[src/rtl/position_datapath_if.sv]
`default_nettype none
// ============================================================================
//  Module      : position_datapath_if
//  Description : Control-FSM / maze-memory connection bundle for the
//                position datapath.
//  Revision    : 1.0 - initial release
// ============================================================================
interface position_datapath_if;
    logic       restart;
    logic       moveUp;
    logic       moveDown;
    logic       moveLeft;
    logic       moveRight;
    logic       doneChangePosition;
    logic [8:0] mazeAddr;
    logic       mazeData;
    logic       doneCheckLegal;
    logic       isLegal;
    logic [4:0] cellX;
    logic [3:0] cellY;
    logic [7:0] pixelX;
    logic [6:0] pixelY;
    logic       reachedGoal;

    modport master (
        output restart, moveUp, moveDown, moveLeft, moveRight,
        output doneChangePosition, mazeData,
        input  mazeAddr, doneCheckLegal, isLegal, cellX, cellY,
        input  pixelX, pixelY, reachedGoal
    );

    modport slave (
        input  restart, moveUp, moveDown, moveLeft, moveRight,
        input  doneChangePosition, mazeData,
        output mazeAddr, doneCheckLegal, isLegal, cellX, cellY,
        output pixelX, pixelY, reachedGoal
    );
endinterface
`default_nettype wire

[src/rtl/position_datapath.sv]
`default_nettype none
// ============================================================================
//  Module      : position_datapath
//  Description : Player cell tracker; checks one move against the maze wall
//                memory with fixed latency and commits it when legal.
//  Revision    : 1.0 - initial release
// ============================================================================
module position_datapath #(
    parameter int GRID_W  = 20,
    parameter int GRID_H  = 15,
    parameter int CELL    = 8,
    parameter int START_X = 0,
    parameter int START_Y = 0,
    parameter int GOAL_X  = 19,
    parameter int GOAL_Y  = 14
) (
    input  logic                clock,
    input  logic                reset,
    position_datapath_if.slave  bus
);

    typedef enum logic [2:0] {
        S_IDLE    = 3'd0,
        S_CAPTURE = 3'd1,
        S_ADDR    = 3'd2,
        S_WAIT    = 3'd3,
        S_DONE    = 3'd4
    } state_t;

    typedef enum logic [2:0] {
        DIR_NONE  = 3'd0,
        DIR_UP    = 3'd1,
        DIR_DOWN  = 3'd2,
        DIR_LEFT  = 3'd3,
        DIR_RIGHT = 3'd4
    } dir_t;

    localparam logic [4:0] c_start_x = 5'(START_X);
    localparam logic [3:0] c_start_y = 4'(START_Y);
    localparam logic [4:0] c_goal_x  = 5'(GOAL_X);
    localparam logic [3:0] c_goal_y  = 4'(GOAL_Y);
    localparam logic [4:0] c_max_x   = 5'(GRID_W - 1);
    localparam logic [3:0] c_max_y   = 4'(GRID_H - 1);

    state_t     state_q, state_d;
    dir_t       dir_q, dir_d;
    logic [4:0] cell_x_q, cell_x_d;
    logic [3:0] cell_y_q, cell_y_d;
    logic       is_legal_q, is_legal_d;
    logic       done_q, done_d;

    logic [4:0] cand_x;
    logic [3:0] cand_y;
    logic       cand_ok;

    // Candidate is derived from the held cell and direction, so it is stable
    // across ADDR and WAIT and the address can be presented combinationally.
    always_comb begin
        cand_x  = cell_x_q;
        cand_y  = cell_y_q;
        cand_ok = 1'b0;
        case (dir_q)
            DIR_UP: begin
                cand_ok = (cell_y_q != 4'd0);
                cand_y  = cell_y_q - 4'd1;
            end
            DIR_DOWN: begin
                cand_ok = (cell_y_q != c_max_y);
                cand_y  = cell_y_q + 4'd1;
            end
            DIR_LEFT: begin
                cand_ok = (cell_x_q != 5'd0);
                cand_x  = cell_x_q - 5'd1;
            end
            DIR_RIGHT: begin
                cand_ok = (cell_x_q != c_max_x);
                cand_x  = cell_x_q + 5'd1;
            end
            default: cand_ok = 1'b0;
        endcase
        if (!cand_ok) begin
            cand_x = cell_x_q;
            cand_y = cell_y_q;
        end
    end

    always_comb begin
        state_d    = state_q;
        dir_d      = dir_q;
        cell_x_d   = cell_x_q;
        cell_y_d   = cell_y_q;
        is_legal_d = is_legal_q;
        if (bus.restart) begin
            state_d    = S_IDLE;
            cell_x_d   = c_start_x;
            cell_y_d   = c_start_y;
            is_legal_d = 1'b0;
        end else begin
            case (state_q)
                S_IDLE: begin
                    if (bus.doneChangePosition) begin
                        state_d = S_CAPTURE;
                        dir_d   = DIR_NONE;
                    end
                end
                S_CAPTURE: begin
                    // Ambiguous (zero or several) key inputs keep the latch.
                    case ({bus.moveUp, bus.moveDown, bus.moveLeft, bus.moveRight})
                        4'b1000: dir_d = DIR_UP;
                        4'b0100: dir_d = DIR_DOWN;
                        4'b0010: dir_d = DIR_LEFT;
                        4'b0001: dir_d = DIR_RIGHT;
                        default: dir_d = dir_q;
                    endcase
                    if (!bus.doneChangePosition) begin
                        state_d = S_ADDR;
                    end
                end
                S_ADDR: state_d = S_WAIT;
                S_WAIT: begin
                    is_legal_d = cand_ok && !bus.mazeData;
                    if (cand_ok && !bus.mazeData) begin
                        cell_x_d = cand_x;
                        cell_y_d = cand_y;
                    end
                    state_d = S_DONE;
                end
                S_DONE:  state_d = S_IDLE;
                default: state_d = S_IDLE;
            endcase
        end
        done_d = (state_d == S_DONE);
    end

    always_ff @(posedge clock or posedge reset) begin
        if (reset) begin
            state_q    <= S_IDLE;
            dir_q      <= DIR_NONE;
            cell_x_q   <= c_start_x;
            cell_y_q   <= c_start_y;
            is_legal_q <= 1'b0;
            done_q     <= 1'b0;
        end else begin
            state_q    <= state_d;
            dir_q      <= dir_d;
            cell_x_q   <= cell_x_d;
            cell_y_q   <= cell_y_d;
            is_legal_q <= is_legal_d;
            done_q     <= done_d;
        end
    end

    assign bus.mazeAddr       = 9'(int'(cand_y) * GRID_W + int'(cand_x));
    assign bus.doneCheckLegal = done_q;
    assign bus.isLegal        = is_legal_q;
    assign bus.cellX          = cell_x_q;
    assign bus.cellY          = cell_y_q;
    assign bus.pixelX         = 8'(int'(cell_x_q) * CELL);
    assign bus.pixelY         = 7'(int'(cell_y_q) * CELL);
    assign bus.reachedGoal    = (cell_x_q == c_goal_x) && (cell_y_q == c_goal_y);

endmodule
`default_nettype wire
[src/flat_wrapper.sv]
// flat-port wrapper written by rule: the top's interface ports become plain ports
module position_datapath_flat 
#(
    parameter int GRID_W  = 20,
    parameter int GRID_H  = 15,
    parameter int CELL    = 8,
    parameter int START_X = 0,
    parameter int START_Y = 0,
    parameter int GOAL_X  = 19,
    parameter int GOAL_Y  = 14
)
  (clock, reset, bus_restart, bus_moveUp, bus_moveDown, bus_moveLeft, bus_moveRight, bus_doneChangePosition, bus_mazeData, bus_mazeAddr, bus_doneCheckLegal, bus_isLegal, bus_cellX, bus_cellY, bus_pixelX, bus_pixelY, bus_reachedGoal);
  position_datapath_if bus_i ();
  input  logic clock;
  input  logic reset;
  input wire logic [$bits(bus_i.restart)-1:0] bus_restart;
  input wire logic [$bits(bus_i.moveUp)-1:0] bus_moveUp;
  input wire logic [$bits(bus_i.moveDown)-1:0] bus_moveDown;
  input wire logic [$bits(bus_i.moveLeft)-1:0] bus_moveLeft;
  input wire logic [$bits(bus_i.moveRight)-1:0] bus_moveRight;
  input wire logic [$bits(bus_i.doneChangePosition)-1:0] bus_doneChangePosition;
  input wire logic [$bits(bus_i.mazeData)-1:0] bus_mazeData;
  output wire logic [$bits(bus_i.mazeAddr)-1:0] bus_mazeAddr;
  output wire logic [$bits(bus_i.doneCheckLegal)-1:0] bus_doneCheckLegal;
  output wire logic [$bits(bus_i.isLegal)-1:0] bus_isLegal;
  output wire logic [$bits(bus_i.cellX)-1:0] bus_cellX;
  output wire logic [$bits(bus_i.cellY)-1:0] bus_cellY;
  output wire logic [$bits(bus_i.pixelX)-1:0] bus_pixelX;
  output wire logic [$bits(bus_i.pixelY)-1:0] bus_pixelY;
  output wire logic [$bits(bus_i.reachedGoal)-1:0] bus_reachedGoal;
  assign bus_i.restart = bus_restart;
  assign bus_i.moveUp = bus_moveUp;
  assign bus_i.moveDown = bus_moveDown;
  assign bus_i.moveLeft = bus_moveLeft;
  assign bus_i.moveRight = bus_moveRight;
  assign bus_i.doneChangePosition = bus_doneChangePosition;
  assign bus_i.mazeData = bus_mazeData;
  assign bus_mazeAddr = bus_i.mazeAddr;
  assign bus_doneCheckLegal = bus_i.doneCheckLegal;
  assign bus_isLegal = bus_i.isLegal;
  assign bus_cellX = bus_i.cellX;
  assign bus_cellY = bus_i.cellY;
  assign bus_pixelX = bus_i.pixelX;
  assign bus_pixelY = bus_i.pixelY;
  assign bus_reachedGoal = bus_i.reachedGoal;
  position_datapath #(.GRID_W(GRID_W), .GRID_H(GRID_H), .CELL(CELL), .START_X(START_X), .START_Y(START_Y), .GOAL_X(GOAL_X), .GOAL_Y(GOAL_Y)) u_core (.clock(clock), .reset(reset), .bus(bus_i));
endmodule
[config.mk]
export PLATFORM = sky130hd
export DESIGN_NAME = position_datapath_flat
export DESIGN_NICKNAME = d
export VERILOG_FILES = /design/src/rtl/position_datapath_if.sv /design/src/rtl/position_datapath.sv /design/src/flat_wrapper.sv
export SDC_FILE = /design/constraint.sdc
export NUM_CORES = 1
export LEC_CHECK = 0
export ABC_AREA = 0
export CAP_MARGIN = 20
export CORE_MARGIN = 4
export CORE_UTILIZATION = 45
export DETAILED_ROUTE_END_ITERATION = 16
export GPL_ROUTABILITY_DRIVEN = 0
export HOLD_SLACK_MARGIN = 0.06
export PLACE_DENSITY = 0.75
export SYNTH_ARGS = -nofsm -noshare
export SYNTH_HDL_FRONTEND = slang
export SYNTH_SLANG_ARGS = --single-unit
[constraint.sdc]
create_clock -name clock -period 7.3 [get_ports clock]
set_input_delay 1.46 -clock clock [delete_from_list [all_inputs] [get_ports clock]]
set_output_delay 1.46 -clock clock [all_outputs]
set_load 0.02 [all_outputs]
Word-level counts from Yosys, hierarchy flattened --
Index checks and enable logic that the tools add are counted.
Cells by class: multiplexer cells 20, $mul 1, equal/unequal tests 18, reduce and logical (&&, ||, !) cells 11, bitwise gates (word level) 1, $add $sub $neg 5
Operator list (number):
- 3-bit case mux with 4 select lines | 2
- 5-bit two-way mux | 4
- 4-bit two-way mux | 4
- 3-bit by 2-bit equality test with 1-bit output, second input constant | 4
- 3-bit two-way mux | 4
- 5-bit inequality test, second input constant | 2
- 5-bit case mux with 2 select lines | 1
- 9-bit by 6-bit adder with 9-bit output | 1
- 4-bit equality test, second input constant | 2
- 4-bit case mux with 2 select lines | 1
- 4-bit by 3-bit multiplier with 7-bit output, second input constant | 1
- 3-bit by 1-bit equality test with 1-bit output, second input constant | 2
- 3-bit equality test, second input constant | 2
- 3-bit case mux with 2 select lines | 1
- 2-bit nonzero test | 3
- 5-bit by 1-bit adder with 5-bit output, second input constant | 1
- 5-bit equality test, second input constant | 1
- 5-bit nonzero test | 1
- 5-bit by 1-bit subtractor with 5-bit output, second input constant | 1
- 4-bit by 1-bit adder with 4-bit output, second input constant | 1
- 4-bit by 1-bit equality test with 1-bit output, second input constant | 1
- 4-bit by 2-bit equality test with 1-bit output, second input constant | 1
- 4-bit by 3-bit equality test with 1-bit output, second input constant | 1
- 4-bit inequality test, second input constant | 1
- 11 further kinds | 13
Storage, ports and cells: output and inout port bits 36, register bits after elaboration 17, input port bits 9, logic and storage cells 62

Logic depth before layout (Yosys ltp) --
Gate-level depths: netlist of run 1.
depth in word-level cells 6, mapped depth 18, gate-level depth less buffers 18

Least setup slack after synthesis of run 1 --
OpenSTA, ideal clock, no wires.
path kind flip-flop to output port, start point reg u_core.dir_q[0], end point out bus_mazeAddr[8], arrival 4136 ps, setup slack 1704 ps, stages on the path, launching flop included 18, required time 5840 ps, cell sequence dfrtp_1 nand2b_1 or2_2 ha_1 a21oi_1 a21oi_1 a41oi_1 nor2_1 xor2_1 ha_1 ha_1 inv_1 fa_1 nor2b_1 o211ai_1 xor2_1 nor2_1 o41ai_1
Between the ends: cells in the longest elaborated chain, start to end 5
RTL lines:
- start, declared | RTL line position_datapath.sv:46 | dir_t dir_q, dir_d;
- start signal, assigned | RTL line position_datapath.sv:145 | dir_q <= dir_d;
- 3-bit equality test, or another cell as far along | RTL line position_datapath.sv:62 | case (dir_q)
- 1-bit case mux with 4 select lines / 4-bit case mux with 2 select lines (equally long branches) | RTL line position_datapath.sv:62
- 4-bit two-way mux | RTL line position_datapath.sv:81 | if (!cand_ok) begin
- 4-bit by 3-bit multiplier with 7-bit output | RTL line position_datapath.sv:153 | assign bus.mazeAddr = 9'(int'(cand_y) * GRID_W + int'(cand_x));
- 9-bit by 6-bit adder with 9-bit output * | RTL line position_datapath.sv:153
- end, declared | RTL line flat_wrapper.sv:23 | output wire logic [$bits(bus_i.mazeAddr)-1:0] bus_mazeAddr;
Mark *: on every way between the ends. The rest lies on a longest branch, timed or not.

Worst setup path in the final report of run 1 --
Same ends and word-level chain as after synthesis.

==> results of run 1 <==
## placed cells by master, fill, tap and decap left out, types with 4 or more instances in the layout
master,instances
nor2_1,21
ha_1,12
xnor2_1,11
xor2_1,8
dfrtp_1,17
mux2_2,4
mux2i_1,4
fa_1,4
clkdlybuf4s50_1,38
inv_1,18
o21ai_0,8
conb_1,6
nand2_1,5
a21oi_1,13
nor3_1,6
a21o_1,4
## per-stage QoR
step	instances	power, mW	util [%]	area, µm²	hold WS, ps
after floorplan	198	0.1892	-	1717	455.8
after global placement	265	0.2310	55.09	2017	498.8
after detailed placement	265	0.2315	55.09	2017	499.3
after CTS	269	0.3027	56.36	2063	524.3
after global routing	269	0.3201	56.36	2063	554.3
final	269	0.2992	56.36	2063	525.2
## cells by family (layout without fill, tap and decap cells)
kind of cell,count (synthesis),in the layout
muxes,9,9
buffers and inverters,37,60
xor gates and xnor gates,19,19
other,1,6
AOI/OAI and AO/OA,38,38
adders and majority gates,16,16
DFF,17,17
and+or+nand+nor,56,56
## metal layers
layer | GRT usage, % | part of all wire (%) | routed length, µm | up-vias
li1 | - | - | - | 701
met1 | 19.89 | 45 | 1588 | 672
met2 | 23.31 | 47 | 1642 | 53
met3 | 2.464 | 6.3 | 221 | 5
met4 | 4.772 | 1.7 | 58 | 0
met5 | 0 | 0 | 0 | -
## Yosys cell counts (all sizes together) (5+ instances only)
| library cell | n |
|---|---|
| o21ai | 8 |
| nor3 | 7 |
| a21oi | 13 |
| dfrtp | 17 |
| xnor2 | 11 |
| nand2 | 5 |
| ha | 12 |
| mux2 | 5 |
| xor2 | 8 |
| buf | 18 |
| nor2 | 21 |
| inv | 18 |
## worst max-delay path, cell delays in order, from the launching register on
cell	delay, ps
dfrtp_1	440
nand2b_1	180
or2_2	300
ha_1	330
a21oi_1	180
a21oi_1	90
a41oi_1	220
nor2_1	80
xor2_1	220
ha_1	280
ha_1	220
inv_1	70
fa_1	440
nor2b_1	190
o211ai_1	130
xor2_1	230
nor2_1	70
o41ai_1	320
clkdlybuf4s50_1	660
## path summary, 6_finish.rpt
path                               startpoint                        end  slack, ps
max                           u_core.dir_q[0]            bus_mazeAddr[8]        940
min                        u_core.bus.isLegal         u_core.bus.isLegal        530
max reg2reg                   u_core.dir_q[0]        u_core.bus.cellX[4]       4430
min reg2reg                u_core.bus.isLegal         u_core.bus.isLegal        530
max in group asynchronous               reset            u_core.dir_q[2]       5300
min in group asynchronous               reset  u_core.bus.doneCheckLegal       1590
## power by group through the flow
| stage | clock (mW) | sequential, mW | combinational, mW |
|---|---|---|---|
| final | 0.0703 | 0.101 | 0.128 |
| after floorplan | 0 | 0.102 | 0.0875 |
| after global placement | 0 | 0.102 | 0.129 |
| after global routing | 0.0767 | 0.101 | 0.142 |
| after CTS | 0.0719 | 0.101 | 0.130 |
| after detailed placement | 0 | 0.102 | 0.129 |
## flip-flops by register name (all words and copies together) (netlist names)
| signal | cells |
|---|---|
| u_core.state_q | 3 |
| u_core.dir_q | 3 |
| u_core.bus.doneCheckLegal | 1 |
| u_core.bus.cellX | 5 |
| u_core.bus.isLegal | 1 |
| u_core.bus.cellY | 4 |
## final cells by class
cell class                      instances  share of cell area (%)
Timing Repair Buffer                   38                   18.44
Clock inverter                          1                  0.2426
Sequential cell                        17                   20.62
Tap cell                               48                   2.911
Multi-Input combinational cell        144                   52.52
Clock buffer                            3                   2.001
Inverter                               18                   3.275
==> summary.md, run 1 <==
| Metric | Value |
|---|---|
| #FFs+latches synth | 17 |
| Pre-antenna DRT Iters | 4 |
| Total Nets Final | 247 |
| Total grt overflow | 0 |
| Hold-fix buffers, CTS | 0 |
| Worst slew pin tran | 628.2 ps |
| Synthesized area per cell | 8.797 µm² |
| Leading area contributor after synthesis | dfrtp_1 |
| Final Cycle Share | 87.06% |
| Area of the multi-input gates | 1084 µm² |
| Layout cell share with drive strength beyond 1 | 7.240% |
| Final setup violation count | 0 |
| # IOs | 45 |
| Top-area cell type share of the netlist area | 25.06% |
| Comb pwr share | 42.9% |
| Initial antenna violation count | 0 |
| Register area | 425.4 µm² |
| Worst Path Arrival | 4900 ps |
| Hold Vio Cnt, Final | 0 |
| Initial Util | 46.38% |
| Slew Viols, Final | 0 |
| Hold Path Depth | 2 |
| Final worst slack | 944.4 ps |
| Die span in y | 69.43 µm |
| Post-Place Setup Slack | 1243 ps |
| Pint | 193.7 µW |
| Post-synthesis sequential area ratio | 25.06% |
| Chip width | 69.43 µm |
| Fmax | 157.3 MHz |
| Post-route ant nets | 0 |
| Adder-cell share of the synthesized area | 13.56% |
| Post-synthesis simple-gate area fraction | 17.83% |
| Post-Syn Instances | 193 |
| Leak | 0.8822 nW |
| CTS Buffer Depth | 2 |
| Mux cell area share after synthesis | 5.895% |
| CP startpoint kind | register |
| CTS sink count | 17 |
| CTS HTree Levels | 1 |
| Fill cell count | 339 |
| Synth warn | 0 |
| Antenna Cells | 0 |
| Later-pin clock latency in the skew report | 250 ps |
| Post_cts resized | 0 |
| Die area | 4820 µm² |
| Clk_skew | 7.690 ps |
| Fin crit period | 6356 ps |
| Root buf cell | clkbuf_8 |
| Status | completed |
| Net switching power figure | 105.5 µW |
| Sw Share | 35.27% |
| Synth-to-layout area growth | 21.52% |
| Final setup TNS | 0 ps |
| Critical path fanouts, max | 8 |
| Asr flop ratio synth | 100.0% |
| Compound-Gate Fraction of Synth Area | 15.40% |
| Clock Pin Slew Worst Setup and Hold Paths | 70 ps |
| Crit path kind | register to output pin |
| Total CTS buffers | 3 |
| PortBufs | 38 |
| Total detailed-routing wirelength | 3510 µm |
| Hold crit path type | register to register |
| Post-synth EDFFs | 0 |
| Largest net degree at the start of global routing | 18 |
| Via count | 1431 |
| Post-DR vias/cell | 5.320 |
| TritonCTS clock tree | built |
| Distinct cells, synth | 45 |
| CP endpoint kind | output pin |
| First-pass GRT wire length | 5851 µm |
| Setup bufs post-CTS | 0 |
| Worst VDD drop | 106.5 µV |
| Post-Synth XOR/XNOR Area | 9.801% |
| Gr usage total | 14.56% |
| Max Cap Violations | 0 |
| Clock Power Share | 23.5% |
| Sequential Power Share | 33.7% |
| RSZ-0062 raised after global routing | no |
| Worst-case reg-to-reg path depth | 9 |
| Detailed placement HPWL | 2725 µm |
| Largest family of logic cells by synthesized area | simple AND/OR/NAND/NOR gates |
| DRC viols | 0 |
| Row cnt | 22 |
| Syn Std Cell Area | 1698 µm² |
| Cell Pwr Density | 145.0 nW/µm² |
| Top post-synthesis cells by area | dfrtp_1 (25%), ha_1 (8.8%), buf_4 (7.1%) |
| Max transition margin | 58.08% |
| WL per Instance | 13.05 µm |
| Vias in the first global route | 1264 |
| Core area | 3661 µm² |
| Initial drt markers | 61 |
| Primary FF master, synth | dfrtp_1 |
| Crit path required time | 5840 ps |
Note: power is estimated with default switching activity, not from simulation.
==> inputs of run 2 (changes only) <==
clock period = 6.1 ns   (was 7.3 ns; I/O delays follow)
==> run 2 against run 1 <==
- via count is 2.0% lower
- critical path depth did not move
- combinational power rose by 22%
- largest power group unchanged
==> summary.md, run 2 (same netlist as run 1, synthesis figures left out) <==
| Metric | Value |
|---|---|
| Critical path fanouts, max | 8 |
| PortBufs | 38 |
| Worst reg2reg startpoint | u_core.dir_q[0] |
| Crit path required time | 4880 ps |
| Finished Core Util | 56.49% |
| Chip width | 69.43 µm |
| CTS Buffer Depth | 2 |
| First-pass GRT wire length | 6058 µm |
| Sequential Power Share | 33.5% |
| Setup bufs post-CTS | 0 |
| Initial drt markers | 68 |
| Post-route cell area | 2068 µm² |
| Via count | 1403 |
| Root buf cell | clkbuf_8 |
| Largest net degree at the start of global routing | 18 |
| Total grt overflow | 0 |
| Post-route ant nets | 0 |
| Hold-fix buffers, CTS | 0 |
| Fin crit period | 5631 ps |
| Hold Path Origin | u_core.state_q[2] |
| Commonest cells after routing, fill and taps aside | clkdlybuf4s50_1 (36), nor2_1 (21), inv_1 (18), dfrtp_1 (17), a21oi_1 (13) |
| Clock Power Share | 23.0% |
| Worst-case reg-to-reg path depth | 9 |
| Max Cap Violations | 0 |
| Core area | 3661 µm² |
| Antenna Cells | 0 |
| Slew Viols, Final | 0 |
| Post-DR vias/cell | 5.196 |
| Hold crit path type | register to register |
| Clock Pin Slew Worst Setup and Hold Paths | 70 ps |
| Commonest non-fill, non-tap cell in the layout | clkdlybuf4s50_1 |
| Final setup violation count | 0 |
| Fin cells | 270 |
| Final Cycle Share | 92.32% |
| Die area | 4820 µm² |
| Worst slew pin tran | 611.0 ps |
| Placed Area | 2024 µm² |
| Detailed placement HPWL | 2731 µm |
| Gr usage total | 15.17% |
| Clk_skew | 10.37 ps |
| Number of flip-flops in the largest register | 5 |
| Final setup TNS | 0 ps |
| CTS HTree Levels | 1 |
| Sw Share | 35.00% |
| DRC viols | 0 |
| Tot Pwr | 359.3 µW |
| Row cnt | 22 |
| Total Nets Final | 248 |
| Net switching power figure | 125.8 µW |
| Total CTS buffers | 3 |
| R2r setup slk | 3180 ps |
| Layout cell share with drive strength beyond 1 | 8.108% |
| Initial Util | 46.38% |
| Dpl cells | 266 |
| Die span in y | 69.43 µm |
| Max transition margin | 59.22% |
| Initial antenna violation count | 0 |
| Cell Pwr Density | 173.7 nW/µm² |
| Status | completed |
| Pint | 233.5 µW |
| Fmax | 177.6 MHz |
| Vias in the first global route | 1317 |
| Comb pwr share | 43.5% |
| CP endpoint kind | output pin |
| # IOs | 45 |
| Hold Vio Cnt, Final | 0 |
| Crit path kind | register to output pin |
| RSZ-0062 raised after global routing | no |
| Leak | 0.9055 nW |
| Synth-to-layout area growth | 21.81% |
| Worst Path Arrival | 4410 ps |
| TritonCTS clock tree | built |
| Pre-antenna DRT Iters | 4 |
| Worst VDD drop | 124.1 µV |
| Hold endpoint | u_core.state_q[1] |
| CP startpoint kind | register |
| WL per Instance | 12.91 µm |
| CTS sink count | 17 |
| Hold Path Depth | 1 |
| Later-pin clock latency in the skew report | 260 ps |
| Total detailed-routing wirelength | 3485 µm |
| FF-to-FF End | u_core.bus.cellX[4] |
## run 2: worst max-delay path: stages, from the launching register on
cell and delay [ps]:
dfrtp_1 440, nand2b_1 180, or2_2 300, ha_1 330, a21oi_1 190, a21oi_1 90
a41oi_1 210, nor2_1 80, xor2_1 220, ha_1 280, ha_1 210, inv_1 70
fa_1 430, nor2b_1 200, o211ai_1 130, xor2_1 220, nor2_1 60, o41ai_1 300
buf_2 220
## run 2: how the worst max path moves through the flow
stage               startpoint  depth (start not counted)  slack, ps         endpoint
2_1_floorplan  u_core.dir_q[0]                         17        740  bus_mazeAddr[8]
3_3_place_gp   u_core.dir_q[0]                         18        440  bus_mazeAddr[8]
3_5_place_dp   u_core.dir_q[0]                         18        280  bus_mazeAddr[8]
4_1_cts        u_core.dir_q[0]                         18          4  bus_mazeAddr[8]
5_1_grt        u_core.dir_q[0]                         18         30  bus_mazeAddr[8]
6_report       u_core.dir_q[0]                         18        470  bus_mazeAddr[8]
## run 2: routing by layer
| metal | wire (µm) | up-vias | part of all wire [%] | global-route usage [%] |
|---|---|---|---|---|
| li1 | - | 708 | - | - |
| met1 | 1638 | 642 | 47 | 20.14 |
| met2 | 1598 | 44 | 46 | 24.36 |
| met3 | 166 | 9 | 4.8 | 2.464 |
| met4 | 82 | 0 | 2.4 | 6.291 |
| met5 | 0 | - | 0 | 0 |
## run 2: layout make-up
class	instances	area, µm²
clock inverter	1	5.005
clock buffer	3	41.29
tap	48	60.06
sequential	17	425.4
fill	337	1593
timing repair buffer	39	385.4
multi-input combinational	144	1084
inverter	18	67.56
## run 2: stage by stage
step / worst slack (ps) / hold slack [ps]
6_report: 468.5 / 521.0
5_1_grt: 26.96 / 542.4
3_5_place_dp: 283.2 / 488.6
2_1_floorplan: 744.2 / 455.8
3_3_place_gp: 438.3 / 499.5
4_1_cts: 4.107 / 517.8
## run 2: what timing repair did
item                                    CTS  global route
endpoints found under the setup margin    0             2
hold endpoints to repair                  0             0
gates resized for setup                   0             4
## run 2: power groups by stage
stage          Combinational, mW  Sequential, mW  Clock (mW)
5_1_grt                    0.174           0.121      0.0906
3_5_place_dp               0.158           0.123           0
4_1_cts                    0.158           0.120      0.0851
2_1_floorplan              0.105           0.122           0
3_3_place_gp               0.157           0.122           0
6_report                   0.156           0.120      0.0828
==> inputs of run 3 (changes only) <==
CTS_CLUSTER_SIZE = 40   (was unset)
clock period = 6.4 ns   (was 6.1 ns; I/O delays follow)
==> run 3 against run 2 <==
- clock skew fell by 2.3 ps
- routed wire length fell by 0.83%
- cell area up 0.24%
- sequential share of layout area hardly changed
- sequential cell count is the same
- core utilization increased by 0.14 points
- critical path type unchanged
- critical endpoint is now bus_mazeAddr[7]
==> summary.md, run 3 (same netlist as run 1, synthesis figures left out) <==
| Metric | Value |
|---|---|
| Core area | 3661 µm² |
| Chip width | 69.43 µm |
| CP endpoint kind | output pin |
| Die area | 4820 µm² |
| Die span in y | 69.43 µm |
| Total CTS buffers | 3 |
| Worst Path Arrival | 4520 ps |
| Antenna Cells | 0 |
| CP startpoint kind | register |
| R2r setup slk | 3490 ps |
| Gr usage total | 15.35% |
| Initial antenna violation count | 0 |
| TritonCTS clock tree | built |
| CP delay by family, top | adder cells |
| RSZ-0062 raised after global routing | no |
| Fin crit period | 5805 ps |
| Critical path fanouts, max | 8 |
| CP max stage delay | 630 ps |
| CTS HTree Levels | 1 |
| Worst slew pin tran | 615.1 ps |
| Max Cap Violations | 0 |
| Worst path bufs/invs | 2 |
| CTS sink count | 17 |
| Later-pin clock latency in the skew report | 260 ps |
| Synth-to-layout area growth | 22.11% |
| Tot Pwr | 344.6 µW |
| Dpl cells | 266 |
| Initial Util | 46.38% |
| Slowest cell on crit path | clkdlybuf4s50_1 |
| Largest net degree at the start of global routing | 18 |
| Hold crit path type | register to register |
| Fin cells | 270 |
| Commonest non-fill, non-tap cell in the layout | clkdlybuf4s50_1 |
| Slew Viols, Final | 0 |
| Max transition margin | 58.95% |
| Total Nets Final | 248 |
| # IOs | 45 |
| PortBufs | 38 |
| Post-route ant nets | 0 |
| Hold Vio Cnt, Final | 0 |
| Status | completed |
| Commonest cells after routing, fill and taps aside | clkdlybuf4s50_1 (37), nor2_1 (21), inv_1 (18), dfrtp_1 (17), a21oi_1 (13) |
| Cell Pwr Density | 166.2 nW/µm² |
| Root buf cell | clkbuf_8 |
| Total detailed-routing wirelength | 3456 µm |
| Row cnt | 22 |
| Hold-fix buffers, CTS | 0 |
| Clk_skew | 8.115 ps |
| Final Cycle Share | 90.70% |
| Clock Pin Slew Worst Setup and Hold Paths | 70 ps |
| Detailed placement HPWL | 2734 µm |
| WL per Instance | 12.80 µm |
| Final setup TNS | 0 ps |
| DRC viols | 0 |
| Vias in the first global route | 1319 |
| Post-DR vias/cell | 5.219 |
| Crit path kind | register to output pin |
| Layout cell share with drive strength beyond 1 | 7.658% |
| Pre-antenna DRT Iters | 4 |
| Crit path required time | 5120 ps |
| CTS Buffer Depth | 2 |
| Fmax | 172.3 MHz |
| First-pass GRT wire length | 6147 µm |
| Worst VDD drop | 90.53 µV |
| Number of flip-flops in the largest register | 5 |
| Cell Chain, Critical Path | nand2b_1 > or2_2 > ha_1 > a21oi_1 > a21oi_1 > a41oi_1 > nor2_1 > xor2_1 > ha_1 > ha_1 > inv_1 > fa_1 > nor2b_1 > nand2b_1 > xor2_1 > xor2_1 > clkdlybuf4s50_1 |
| Initial drt markers | 53 |
| Total grt overflow | 0 |
| Leak | 0.9054 nW |
| Via count | 1409 |
| Final setup violation count | 0 |
## run 3: per-layer routing
metal / share of wire (%) / wire [µm] / GRT usage [%] / up-vias
met1: 47 / 1640 / 20.97 / 652
met2: 46 / 1587 / 24.68 / 39
met4: 2.2 / 75 / 4.772 / 0
met3: 4.4 / 152 / 2.609 / 9
met5: 0 / 0 / 0 / -
li1: - / - / - / 709
## run 3: worst register-to-register path: stages (launching register included)
cell and delay [ps]:
dfrtp_1 440, or3b_1 570, inv_1 200, fa_1 230, inv_1 50, a21o_1 160, a21oi_1 200, mux2_4 340
or4b_1 500, a21oi_1 150
## run 3: through the flow
step	instance area (µm²)	setup WS [ps]	utilization (%)	hold slack, ps
after floorplan	1717	984.2	-	455.8
final	2073	595.5	56.63	509.7
after global placement	2024	678.4	55.30	499.5
after CTS	2071	258.2	56.56	511.8
after detailed placement	2024	525.5	55.30	480.3
after global routing	2073	145.4	56.63	534.4
## run 3: worst paths after layout
| path | start | to | depth (start not counted) |
|---|---|---|---|
| hold / removal | u_core.state_q[2] | u_core.state_q[0] | 1 |
| setup / recovery | u_core.dir_q[0] | bus_mazeAddr[7] | 17 |
| setup reg to reg | u_core.dir_q[0] | u_core.bus.cellX[4] | 9 |
| min in group asynchronous | reset | u_core.bus.isLegal | 2 |
| max in group asynchronous | reset | u_core.dir_q[1] | 2 |
| hold reg to reg | u_core.state_q[2] | u_core.state_q[0] | 1 |
## run 3: what timing repair did
| item | CTS | global route |
|---|---|---|
| setup buffers | 0 | 0 |
| resized for setup | 0 | 1 |
| endpoints found under the setup margin | 0 | 1 |
## run 3: area by class of cell
cell class / count / area (µm²)
fill: 345 / 1588
multi-input combinational: 144 / 1084
sequential: 17 / 425.4
timing repair buffer: 39 / 390.4
inverter: 18 / 67.56
tap: 48 / 60.06
clock buffer: 3 / 41.29
clock inverter: 1 / 5.005
## run 3: report_power, final
group | internal [mW] | switching (mW) | leakage, nW
sequential | 0.110 | 0.00444 | 0.234
combinational | 0.0694 | 0.0796 | 0.646
clock | 0.0433 | 0.0376 | 0.0255
total | 0.223 | 0.122 | 0.905
